==> config.mk <==
export PLATFORM = sky130hd
export DESIGN_NAME = scroll_controller_flat
export DESIGN_NICKNAME = d
export VERILOG_FILES = /design/src/rtl/scroll_pkg.sv /design/src/rtl/scroll_if.sv /design/src/rtl/scroll_lane.sv /design/src/rtl/scroll_controller.sv /design/src/flat_wrapper.sv
export SDC_FILE = /design/constraint.sdc
export NUM_CORES = 1
export LEC_CHECK = 0
export CAP_MARGIN = 20
export CORE_ASPECT_RATIO = 0.7
export CORE_MARGIN = 4
export CORE_UTILIZATION = 45
export DETAILED_ROUTE_END_ITERATION = 6
export PLACE_DENSITY_LB_ADDON = 0.08
export SETUP_SLACK_MARGIN = 0.4
export SKIP_CTS_REPAIR_TIMING = 1
export SYNTH_ARGS = -nofsm -noshare
export SYNTH_HDL_FRONTEND = slang
export SYNTH_SLANG_ARGS = --single-unit
==> constraint.sdc <==
create_clock -name clkPixel -period 5.6 [get_ports clkPixel]
set_input_delay 0.84 -clock clkPixel [delete_from_list [all_inputs] [get_ports clkPixel]]
set_output_delay 0.84 -clock clkPixel [all_outputs]
set_load 0.05 [all_outputs]
==> src/rtl/scroll_pkg.sv <==
// Shared constants and types for the scroll controller.
// The lane widths are fixed package constants, so the lane-state struct
// has the same layout wherever it is used.
package scroll_pkg;

  localparam int PAN_W  = 9;              // integer pan width in pixels
  localparam int FRAC_W = 4;              // fractional bits of the accumulator
  localparam int VEL_W  = 8;              // signed velocity width
  localparam int ACC_W  = PAN_W + FRAC_W; // accumulator width
  localparam int SUM_W  = ACC_W + 2;      // headroom for the signed bounce test

  // Register offsets within a layer's 4-word window
  localparam logic [1:0] REG_VEL     = 2'd0;
  localparam logic [1:0] REG_CTRL    = 2'd1;
  localparam logic [1:0] REG_LIMIT   = 2'd2;
  localparam logic [1:0] REG_LOADPOS = 2'd3;

  // CTRL bit positions
  localparam int CTRL_ENABLE_BIT = 0;
  localparam int CTRL_BOUNCE_BIT = 1;

  typedef struct packed {
    logic [VEL_W-1:0] vel;
    logic             enable;
    logic             bounce;
    logic [PAN_W-1:0] limit;
    logic [ACC_W-1:0] acc;
    logic             pending;
  } lane_state_t;

  // Two's-complement negate; the most-negative value saturates to max positive.
  function automatic logic [VEL_W-1:0] negate_sat(input logic [VEL_W-1:0] v);
    if (v == {1'b1, {(VEL_W-1){1'b0}}}) return {1'b0, {(VEL_W-1){1'b1}}};
    return ~v + VEL_W'(1);
  endfunction

endpackage

==> src/rtl/scroll_if.sv <==
// Register-write bus of the scroll controller.
// With SCROLL_READBACK_EN defined, adds the read strobe and read data.
interface scroll_if #(parameter int NUM_LAYERS = 2);

  localparam int ADDR_W = $clog2(NUM_LAYERS) + 2;

  logic              regWrite;
  logic [ADDR_W-1:0] regAddr;
  logic [15:0]       regData;
`ifdef SCROLL_READBACK_EN
  logic              regRead;
  logic [15:0]       regRdData;
`endif

  modport master (
    output regWrite, regAddr, regData
`ifdef SCROLL_READBACK_EN
    , output regRead, input regRdData
`endif
  );

  modport slave (
    input regWrite, regAddr, regData
`ifdef SCROLL_READBACK_EN
    , input regRead, output regRdData
`endif
  );

endinterface

==> src/rtl/scroll_lane.sv <==
// One scroll lane: shadow registers, position accumulator, wrap/bounce.
// Active VEL/CTRL/LIMIT are consumed only on the commit cycle, where they
// equal the register values held before that cycle, so one register set
// serves as both shadow and active copy.
// SCROLL_READBACK_EN adds a combinational read word for the top-level mux.
module scroll_lane
  import scroll_pkg::*;
(
  input  logic             clk,
  input  logic             rst_n,
  input  logic             vsync_i,
  input  logic             wr_en_i,
  input  logic [1:0]       offset_i,
  input  logic [PAN_W-1:0] wr_data_i,
  output logic [PAN_W-1:0] pan_o
`ifdef SCROLL_READBACK_EN
  ,
  output logic [15:0]      rd_word_o
`endif
);

  lane_state_t      state_q, state_d;
  logic [PAN_W-1:0] loadpos_q, loadpos_d;

  logic             wr_vel, wr_ctrl, wr_limit, wr_load;
  logic [SUM_W-1:0] next_pos;
  logic [SUM_W-1:0] limit_fx;
  logic             next_neg, next_over;

  // Write decode and the candidate next position for this frame
  always_comb begin
    wr_vel    = wr_en_i && (offset_i == REG_VEL);
    wr_ctrl   = wr_en_i && (offset_i == REG_CTRL);
    wr_limit  = wr_en_i && (offset_i == REG_LIMIT);
    wr_load   = wr_en_i && (offset_i == REG_LOADPOS);
    next_pos  = {2'b00, state_q.acc}
              + {{(SUM_W-VEL_W){state_q.vel[VEL_W-1]}}, state_q.vel};
    limit_fx  = {2'b00, state_q.limit, {FRAC_W{1'b0}}};
    next_neg  = next_pos[SUM_W-1];
    next_over = !next_neg && (next_pos > limit_fx);
  end

  // Frame commit first, then register writes, so a coincident write wins
  always_comb begin
    // NOTE: every variable gets a default first, so no path can infer a latch.
    state_d   = state_q;
    loadpos_d = loadpos_q;
    if (vsync_i) begin
      if (state_q.pending) begin
        state_d.acc     = {loadpos_q, {FRAC_W{1'b0}}};
        state_d.pending = 1'b0;
      end else if (state_q.enable) begin
        if (!state_q.bounce) begin
          state_d.acc = next_pos[ACC_W-1:0];
        end else if (next_neg) begin
          state_d.acc = '0;
          state_d.vel = negate_sat(state_q.vel);
        end else if (next_over) begin
          state_d.acc = limit_fx[ACC_W-1:0];
          state_d.vel = negate_sat(state_q.vel);
        end else begin
          state_d.acc = next_pos[ACC_W-1:0];
        end
      end
    end
    if (wr_vel)   state_d.vel = wr_data_i[VEL_W-1:0];
    if (wr_ctrl) begin
      state_d.enable = wr_data_i[CTRL_ENABLE_BIT];
      state_d.bounce = wr_data_i[CTRL_BOUNCE_BIT];
    end
    if (wr_limit) state_d.limit = wr_data_i;
    if (wr_load) begin
      loadpos_d       = wr_data_i;
      state_d.pending = 1'b1;
    end
  end

  // Lane state registers
  always_ff @(posedge clk or negedge rst_n) begin
    // NOTE: non-blocking assignments keep every flop sampling pre-edge values.
    if (!rst_n) begin
      state_q   <= '0;
      loadpos_q <= '0;
    end else begin
      state_q   <= state_d;
      loadpos_q <= loadpos_d;
    end
  end

  assign pan_o = state_q.acc[ACC_W-1:FRAC_W];

`ifdef SCROLL_READBACK_EN
  // Read word for the selected offset
  always_comb begin
    rd_word_o = '0;
    case (offset_i)
      REG_VEL:     rd_word_o = {{(16-VEL_W){state_q.vel[VEL_W-1]}}, state_q.vel};
      REG_CTRL:    rd_word_o = {14'b0, state_q.bounce, state_q.enable};
      REG_LIMIT:   rd_word_o = {{(16-PAN_W){1'b0}}, state_q.limit};
      REG_LOADPOS: rd_word_o = {state_q.pending, 6'b0, state_q.acc[ACC_W-1:FRAC_W]};
      default:     rd_word_o = '0;
    endcase
  end
`endif

endmodule

==> src/rtl/scroll_controller.sv <==
// Per-layer scroll-position generator for the background layer pan inputs.
// Holds address decode, the frame counter, pan packing and, with
// SCROLL_READBACK_EN defined, the registered readback mux.
// Lane widths come from scroll_pkg; NUM_LAYERS must be at least 2.
module scroll_controller
  import scroll_pkg::*;
#(
  parameter int NUM_LAYERS = 2
) (
  input  logic                        clkPixel,
  input  logic                        resetN,
  input  logic                        vsyncStarting,
  scroll_if.slave                     bus,
  output logic [NUM_LAYERS*PAN_W-1:0] pan,
  output logic [15:0]                 frameCount
);

  localparam int LAYER_W = $clog2(NUM_LAYERS);
  localparam int ADDR_W  = LAYER_W + 2;

  logic [LAYER_W-1:0] layer;
  logic [15:0]        frame_count_q, frame_count_d;
  logic               unused_data_bits;

  assign layer = bus.regAddr[ADDR_W-1:2];
  // Upper data bits carry no register field
  assign unused_data_bits = ^bus.regData[15:PAN_W];

`ifdef SCROLL_READBACK_EN
  logic [15:0] lane_rd [NUM_LAYERS];
`endif

  // Layers at or beyond NUM_LAYERS match no lane, so their writes are dropped
  for (genvar i = 0; i < NUM_LAYERS; i++) begin : g_lane
    logic wr_en;
    assign wr_en = bus.regWrite && (layer == LAYER_W'(i));

    scroll_lane u_lane (
      .clk       (clkPixel),
      .rst_n     (resetN),
      .vsync_i   (vsyncStarting),
      .wr_en_i   (wr_en),
      .offset_i  (bus.regAddr[1:0]),
      .wr_data_i (bus.regData[PAN_W-1:0]),
      .pan_o     (pan[i*PAN_W +: PAN_W])
`ifdef SCROLL_READBACK_EN
      ,
      .rd_word_o (lane_rd[i])
`endif
    );
  end

  // Frame counter advances on each frame strobe and wraps naturally
  always_comb begin
    frame_count_d = vsyncStarting ? frame_count_q + 16'd1 : frame_count_q;
  end

  // Frame counter register
  always_ff @(posedge clkPixel or negedge resetN) begin
    if (!resetN) frame_count_q <= '0;
    else         frame_count_q <= frame_count_d;
  end

  assign frameCount = frame_count_q;

`ifdef SCROLL_READBACK_EN
  logic [15:0] rd_data_q, rd_data_d;

  // Capture the addressed word on a read; hold it otherwise
  always_comb begin
    rd_data_d = rd_data_q;
    if (bus.regRead) begin
      rd_data_d = '0;
      for (int i = 0; i < NUM_LAYERS; i++) begin
        if (layer == LAYER_W'(i)) rd_data_d = lane_rd[i];
      end
    end
  end

  // Read data register
  always_ff @(posedge clkPixel or negedge resetN) begin
    if (!resetN) rd_data_q <= '0;
    else         rd_data_q <= rd_data_d;
  end

  assign bus.regRdData = rd_data_q;
`endif

endmodule

==> src/flat_wrapper.sv <==
// flat-port wrapper written by rule: the top's interface ports become plain ports
module scroll_controller_flat import scroll_pkg::*;
#(
  parameter int NUM_LAYERS = 2
)
  (clkPixel, resetN, vsyncStarting, pan, frameCount, bus_regWrite, bus_regAddr, bus_regData);
  scroll_if #(.NUM_LAYERS(NUM_LAYERS)) bus_i ();
  input  logic clkPixel;
  input  logic resetN;
  input  logic vsyncStarting;
  output logic [NUM_LAYERS*PAN_W-1:0] pan;
  output logic [15:0] frameCount;
  input wire logic [$bits(bus_i.regWrite)-1:0] bus_regWrite;
  input wire logic [$bits(bus_i.regAddr)-1:0] bus_regAddr;
  input wire logic [$bits(bus_i.regData)-1:0] bus_regData;
  assign bus_i.regWrite = bus_regWrite;
  assign bus_i.regAddr = bus_regAddr;
  assign bus_i.regData = bus_regData;
  scroll_controller #(.NUM_LAYERS(NUM_LAYERS)) u_core (.clkPixel(clkPixel), .resetN(resetN), .vsyncStarting(vsyncStarting), .bus(bus_i), .pan(pan), .frameCount(frameCount));
endmodule
======== Yosys cells after proc, flatten, opt, wreduce, memory -nomap -nowiden ========
Index checks and enable logic that the tools add are counted.
storage, ports and cells
  register bits ........................... 100
  output and inout port bits .............. 34
operators by class
  mux-type cells .......................... 58
  add/subtract/negate cells ............... 5
  reduce and logical (&&, ||, !) cells .... 31
  bitwise operators ....................... 3
  eq/ne operators ......................... 7
  magnitude comparators ................... 2
operator list
  kind                     number
  $mux W8                  20
  $mux W13                 10
  $add A14 B8 Y15          2
  $gt A15 B13 Y1           2
  $mux W1                  28
  $reduce_bool A2 Y1       10
  $add A16 B1 Y16 const B  1
  $add A8 B1 Y8 const B    2
  $eq A8 B8 Y1 const B     2
  $not A8 Y8               2
  $logic_and A1 B1 Y1      12
  $reduce_and A5 Y1        2
  $reduce_bool A3 Y1       2
  $eq A2 B2 Y1 const B     2
  $ne A2 B1 Y1 const B     2
  $reduce_and A2 Y1        2
  $eq A2 B1 Y1 const B     1
  $logic_not A1 Y1         2
  $logic_not A2 Y1         1
  $not A1 Y1               1

======== Logic depth before layout (Yosys ltp) ========
  depth after elaboration ................. 17
  mapped depth ............................ 21
  mapped depth without buffers ............ 20

======== Modules after synthesis ========
From an unflattened synthesis, not the netlist that was laid out.
second synthesis, totals
  cells, all modules ...................... 692
  area, all modules ....................... 6,650.1 um^2
by module, submodules not included
  module                                 instances  area an instance (um^2)  cells each
  scroll_lane (u_core.g_lane[0].u_lane)  1          2,970.3                  314
  scroll_lane (u_core.g_lane[1].u_lane)  1          2,957.8                  317
  scroll_controller                      1          721.9                    61

======== Worst setup path before layout ========
Ideal clock, no wire load.
  path kind ............................... register to register
  start ................................... reg u_core.g_lane[1].u_lane.state_q[1] (netlist name)
  end ..................................... reg u_core.g_lane[1].u_lane.state_q (netlist bit u_core.g_lane[1].u_lane.pan_o[0])
  arrival ................................. 3,906 ps
  setup time .............................. 126 ps
  slack ................................... 1,568 ps
  cell stages (with the launch flop) ...... 19
  buffers on the path ..................... 1
  cells stage by stage .................... dfrtp_1 ha_1 fa_1 a211o_1 a2111oi_4 nor2_1 nor2_1 o21bai_1 xor2_1 ha_1 o21a_1 o21ai_0 nand2b_1 a21oi_1 a211oi_1 o21ai_4 and2_1 buf_4 a221o_1
between the ends
  cells in the longest elaborated chain, start to end .. 8
ends and longest elaborated chain
  item                                                line               text
  start, declared                                     scroll_lane.sv:22  lane_state_t state_q, state_d;
  start signal, assigned                              scroll_lane.sv:85  state_q <= state_d;
  $add A14 B8 Y15 (*)                                 scroll_lane.sv:37  + {{(SUM_W-VEL_W){state_q.vel[VEL_W-1]}}, state_q.vel};
  $gt A15 B13 Y1 or $logic_not A1 Y1 (tied branches)  scroll_lane.sv:40  next_over = !next_neg && (next_pos > limit_fx);
  $logic_and A1 B1 Y1                                 scroll_lane.sv:40
  $mux W13                                            scroll_lane.sv:58  end else if (next_over) begin
  $mux W13                                            scroll_lane.sv:55  end else if (next_neg) begin
  $mux W13 (*)                                        scroll_lane.sv:53  if (!state_q.bounce) begin
  $mux W13 (*)                                        scroll_lane.sv:52  end else if (state_q.enable) begin
  $mux W13 (*)                                        scroll_lane.sv:49  if (state_q.pending) begin
Mark *: on every way between the ends. The rest lies on a longest branch, timed or not. The select of a mux whose other input is x is not followed.
A chain may end at the register's enable or synchronous reset.

======== Worst setup path in the final report ========
  start ................................... reg u_core.g_lane[1].u_lane.state_q[25] (netlist name)
  end ..................................... reg u_core.g_lane[1].u_lane.state_q[32] (netlist name)
between the ends
  cells in the longest elaborated chain, start to end .. 16
ends and longest elaborated chain
  item          line               text
  $eq A8 B8 Y1  scroll_pkg.sv:33   if (v == {1'b1, {(VEL_W-1){1'b0}}}) return {1'b0, {(VEL_W-1){1'b1}}};
  $mux W1       scroll_pkg.sv:33
  $mux W1       scroll_lane.sv:58
  $mux W1       scroll_lane.sv:55
  $mux W1       scroll_lane.sv:53
  $mux W1       scroll_lane.sv:52
  $mux W1       scroll_lane.sv:49
  $mux W1       scroll_lane.sv:48  if (vsync_i) begin
  $mux W8       scroll_pkg.sv:34   return ~v + VEL_W'(1);
  $mux W8       scroll_lane.sv:58
  $mux W8       scroll_lane.sv:55
  $mux W8       scroll_lane.sv:53
  $mux W8       scroll_lane.sv:52
  $mux W8       scroll_lane.sv:49
  $mux W8       scroll_lane.sv:48
  $mux W8       scroll_lane.sv:66  if (wr_vel) state_d.vel = wr_data_i[VEL_W-1:0];
Parallel ways exist; a longest one is shown, timed or not. The select of a mux whose other input is x is not followed.

==> out/qor.json <==
{
  "relSlewSlack": {"value": 0.374},
  "design.core.area": {"value": 0.0141, "unit": "mm2"},
  "wl_per_cell": {"value": 19.0, "unit": "um"},
  "fmaxAchievable": {"value": 209, "unit": "MHz"},
  "track_usage": {"value": 0.212},
  "ys_seq_area_frac": {"value": 0.381},
  "area_growth_from_synthesis_to_final_layout": {"value": 13.5, "unit": "%"},
  "gr-total-overflow": {"value": 0},
  "fin_crit": {"value": 4780, "unit": "ps"},
  "status": {"value": "completed"},
  "worst-path-max-fanout": {"value": 12},
  "post_synthesis_adder_cell_area_fraction": {"value": 0.0994},
  "setup-tns-final": {"value": 0, "unit": "ps"},
  "cts.reportedPaths.clkPinSlew": {"value": 70, "unit": "ps"},
  "place.port_buffers": {"value": 49},
  "place_congestion": {"value": 0.875},
  "clock_skew": {"value": 10.3, "unit": "ps"},
  "cts.sink_count": {"value": 100},
  "yosysWarnings": {"value": 0},
  "floorplan.io_pins": {"value": 57},
  "die_height": {"value": 109, "unit": "um"},
  "worst_pin_slew": {"value": 934, "unit": "ps"},
  "cell_row_count": {"value": 36},
  "drc": {"value": 0},
  "antennaDiodeCount": {"value": 0},
  "maxSlewViolCount": {"value": 0},
  "worstSetupPathType": {"value": "flop to flop"},
  "cap_viol_max_count": {"value": 0},
  "worstSkewPairLatency": {"value": 350, "unit": "ps"},
  "ys_seq_elements": {"value": 100},
  "max-clock-path-buffers": {"value": 2},
  "initial_utilization": {"value": 0.466},
  "worst_setup_path_end_kind": {"value": "flop"},
  "post_synth_mux_area_share": {"value": 0.0619},
  "design.final.nets": {"value": 780},
  "drt-initial-drc-count": {"value": 348},
  "final_layout_size_suffix_gt1_frac": {"value": 0.0972},
  "synth_cell_types": {"value": 74},
  "cts-htree-levels": {"value": 3},
  "synthesis.area": {"value": 0.00657, "unit": "mm2"},
  "launching_instance_or_port_of_the_critical_path": {"value": "u_core.g_lane[1].u_lane.state_q[25]"},
  "start_kind": {"value": "flop"},
  "worst_min_path_class": {"value": "input pin to asynchronous set/reset pin"},
  "setup_viol": {"value": 0},
  "viasPerCell": {"value": 5.94},
  "initial_drt_pass_iterations": {"value": 5},
  "dr_total_vias": {"value": 5349},
  "yosys_most_used_dff": {"value": "dfrtp_1"},
  "via_count_of_the_first_global_routing_pass": {"value": 5257},
  "xor_xnor_cell_area_share_of_the_yosys_netlist": {"value": 0.0480},
  "postSynth.asyncResetShare": {"value": 1.00},
  "floorplan.die_area": {"value": 0.0166, "unit": "mm2"},
  "syn-instance-count": {"value": 677},
  "synth_compound_gate_area_share": {"value": 0.216},
  "tritoncts_clock_tree": {"value": "yes"},
  "die_w": {"value": 152, "unit": "um"},
  "antenna_found_initial": {"value": 0},
  "post_synth_and_or_nand_nor_area_fraction": {"value": 0.142},
  "cts_inserted_buffers": {"value": 9},
  "ratio_of_final_minimum_period_to_clock_period": {"value": 0.854},
  "total_length_of_routed_wires": {"value": 17.1, "unit": "mm"},
  "antenna_left": {"value": 0},
  "timing_hold_violations_final": {"value": 0},
  "largest_family_of_logic_cells_by_synthesized_area": {"value": "compound AO/OA/AOI/OAI gates"},
  "grt_first_pass_wirelength": {"value": 28.1, "unit": "mm"},
  "mapped_avg_cell_area": {"value": 9.71, "unit": "um2"},
  "crit-reg2reg-launch": {"value": "u_core.g_lane[1].u_lane.state_q[25]"},
  "cts-root-buf": {"value": "clkbuf_16"},
  "dp.final_hpwl": {"value": 13.0, "unit": "mm"},
  "synth-edff-count": {"value": 0},
  "synth_fp_nets": {"value": 751},
  "worst_ep_required_time": {"value": 5870, "unit": "ps"},
  "pin_count_of_the_biggest_net_entering_global_routing": {"value": 68},
  "rsz_0062_raised_after_global_routing": {"value": "no"},
  "worst-endpoint-arrival": {"value": 5050, "unit": "ps"}
}
## registers in the layout, indices dropped and copies added, names as in the netlist
register                        flops
u_core.frameCount                  16
u_core.g_lane.u_lane.limit_fx      18
u_core.g_lane.u_lane.loadpos_q     18
u_core.g_lane.u_lane.pan_o         18
u_core.g_lane.u_lane.state_q       30
## cell families after synthesis
group	count (synthesis)
buf+inv	71
mux	36
flops	100
fa+ha+maj	51
xor+xnor	36
compound gates	198
simple gates	185
## metrics by stage
stage | util | hold WS [ps] | worst slack, ps | cell area (um2) | instances
finish | 0.529 | 426 | 818 | 7460 | 900
global route | 0.529 | 456 | 443 | 7460 | 900
CTS | 0.529 | 433 | 819 | 7460 | 900
detailed placement | 0.505 | 460 | 873 | 7130 | 885
global placement | 0.505 | 461 | 976 | 7130 | 885
floorplan | - | 456 | 1570 | 6570 | 677
## metal layers
metal  GRT usage  up-vias  share of wire
li1            -     2536              -
met1       0.319     2646           0.51
met4      0.0381        0         0.0060
met2       0.308      156           0.41
met5           0        -              0
met3      0.0603       11          0.075
## worst paths after layout
kind	to	slack (ps)	cells after the start
hold reg to reg	u_core.frameCount[15]	470	1
min in group clkPixel	u_core.frameCount[15]	470	1
setup / recovery	u_core.g_lane[1].u_lane.state_q[32]	820	17
hold / removal	u_core.g_lane[0].u_lane.pan_o[8]	430	1
setup reg to reg	u_core.g_lane[1].u_lane.state_q[32]	820	17
max in group asynchronous	u_core.g_lane[1].u_lane.state_q[27]	3970	2
## final cells by class
class | instances | area [um2]
clock inverters | 6 | 111
inverters | 36 | 135
repair buffers | 53 | 518
multi-input cells | 506 | 3730
fillers | 1305 | 6640
flip-flops and latches | 100 | 2500
clock buffers | 9 | 225
well taps | 190 | 238
## synthesized netlist by cell type, types with 2 or more instances
cell | n | area (um2)
o221a_2 | 4 | 45.0
o31a_1 | 2 | 17.5
a32oi_1 | 6 | 52.6
fa_1 | 2 | 40.0
a21o_1 | 12 | 90.1
clkbuf_1 | 13 | 48.8
a22o_1 | 12 | 105
buf_4 | 20 | 150
nand2b_1 | 9 | 56.3
nand4b_1 | 4 | 35.0
nand3_1 | 20 | 100
nor2_1 | 41 | 154
nor3b_1 | 4 | 30.0
a211o_1 | 2 | 17.5
o31ai_1 | 3 | 22.5
o22ai_1 | 4 | 25.0
o21ai_1 | 8 | 40.0
ha_1 | 49 | 613
o211ai_1 | 4 | 30.0
o21bai_1 | 10 | 75.1
a22oi_1 | 2 | 15.0
a31oi_1 | 4 | 25.0
o21ai_0 | 33 | 165
inv_1 | 36 | 135
nand3b_1 | 4 | 30.0
mux2i_1 | 2 | 20.0
mux2_2 | 33 | 372
nor3_1 | 7 | 35.0
nor2b_1 | 4 | 25.0
xor2_1 | 13 | 114
a221o_1 | 7 | 70.1
nand4_1 | 8 | 50.1
xnor2_1 | 23 | 201
o2bb2a_1 | 2 | 20.0
a211oi_1 | 5 | 37.5
o21a_1 | 8 | 60.1
dfrtp_1 | 100 | 2500
and3_1 | 9 | 56.3
nand2_1 | 47 | 176
a21oi_1 | 46 | 230
and2_1 | 5 | 31.3
o221ai_1 | 3 | 26.3
nor4_1 | 3 | 18.8
or3_1 | 14 | 87.6
## layout by cell type, fill, tap and decap left out, types with 8 or more instances in the layout
cell type,netlist,routed
dfrtp_1,100,100
clkdlybuf4s50_1,0,48
and3_1,9,9
mux2_2,33,33
xor2_1,13,13
inv_1,36,36
nand4_1,8,8
clkbuf_16,0,9
or3_1,14,14
nand2_1,47,47
a22o_1,12,12
xnor2_1,23,23
a21o_1,12,12
o21a_1,8,8
o21ai_0,33,33
nand2b_1,9,9
ha_1,49,49
o21bai_1,10,10
a21oi_1,46,46
nor2_1,41,41
o21ai_1,8,8
nand3_1,20,20
## worst max-delay path: stages, from the launching register on
cell	delay [ps]
dfrtp_1	400
ha_1	230
fa_1	430
a211o_1	340
a2111oi_4	380
nor2_1	80
nor2_1	180
o21bai_1	110
xor2_1	180
ha_1	340
o21a_1	120
o21ai_0	80
nand2b_1	80
a21oi_1	80
a211oi_1	660
o21ai_1	440
or3_1	440
a21oi_1	130
Power is left out: the tool's default activity adds up to more than one toggle a clock period on the data nets, which glitch-free logic cannot reach.
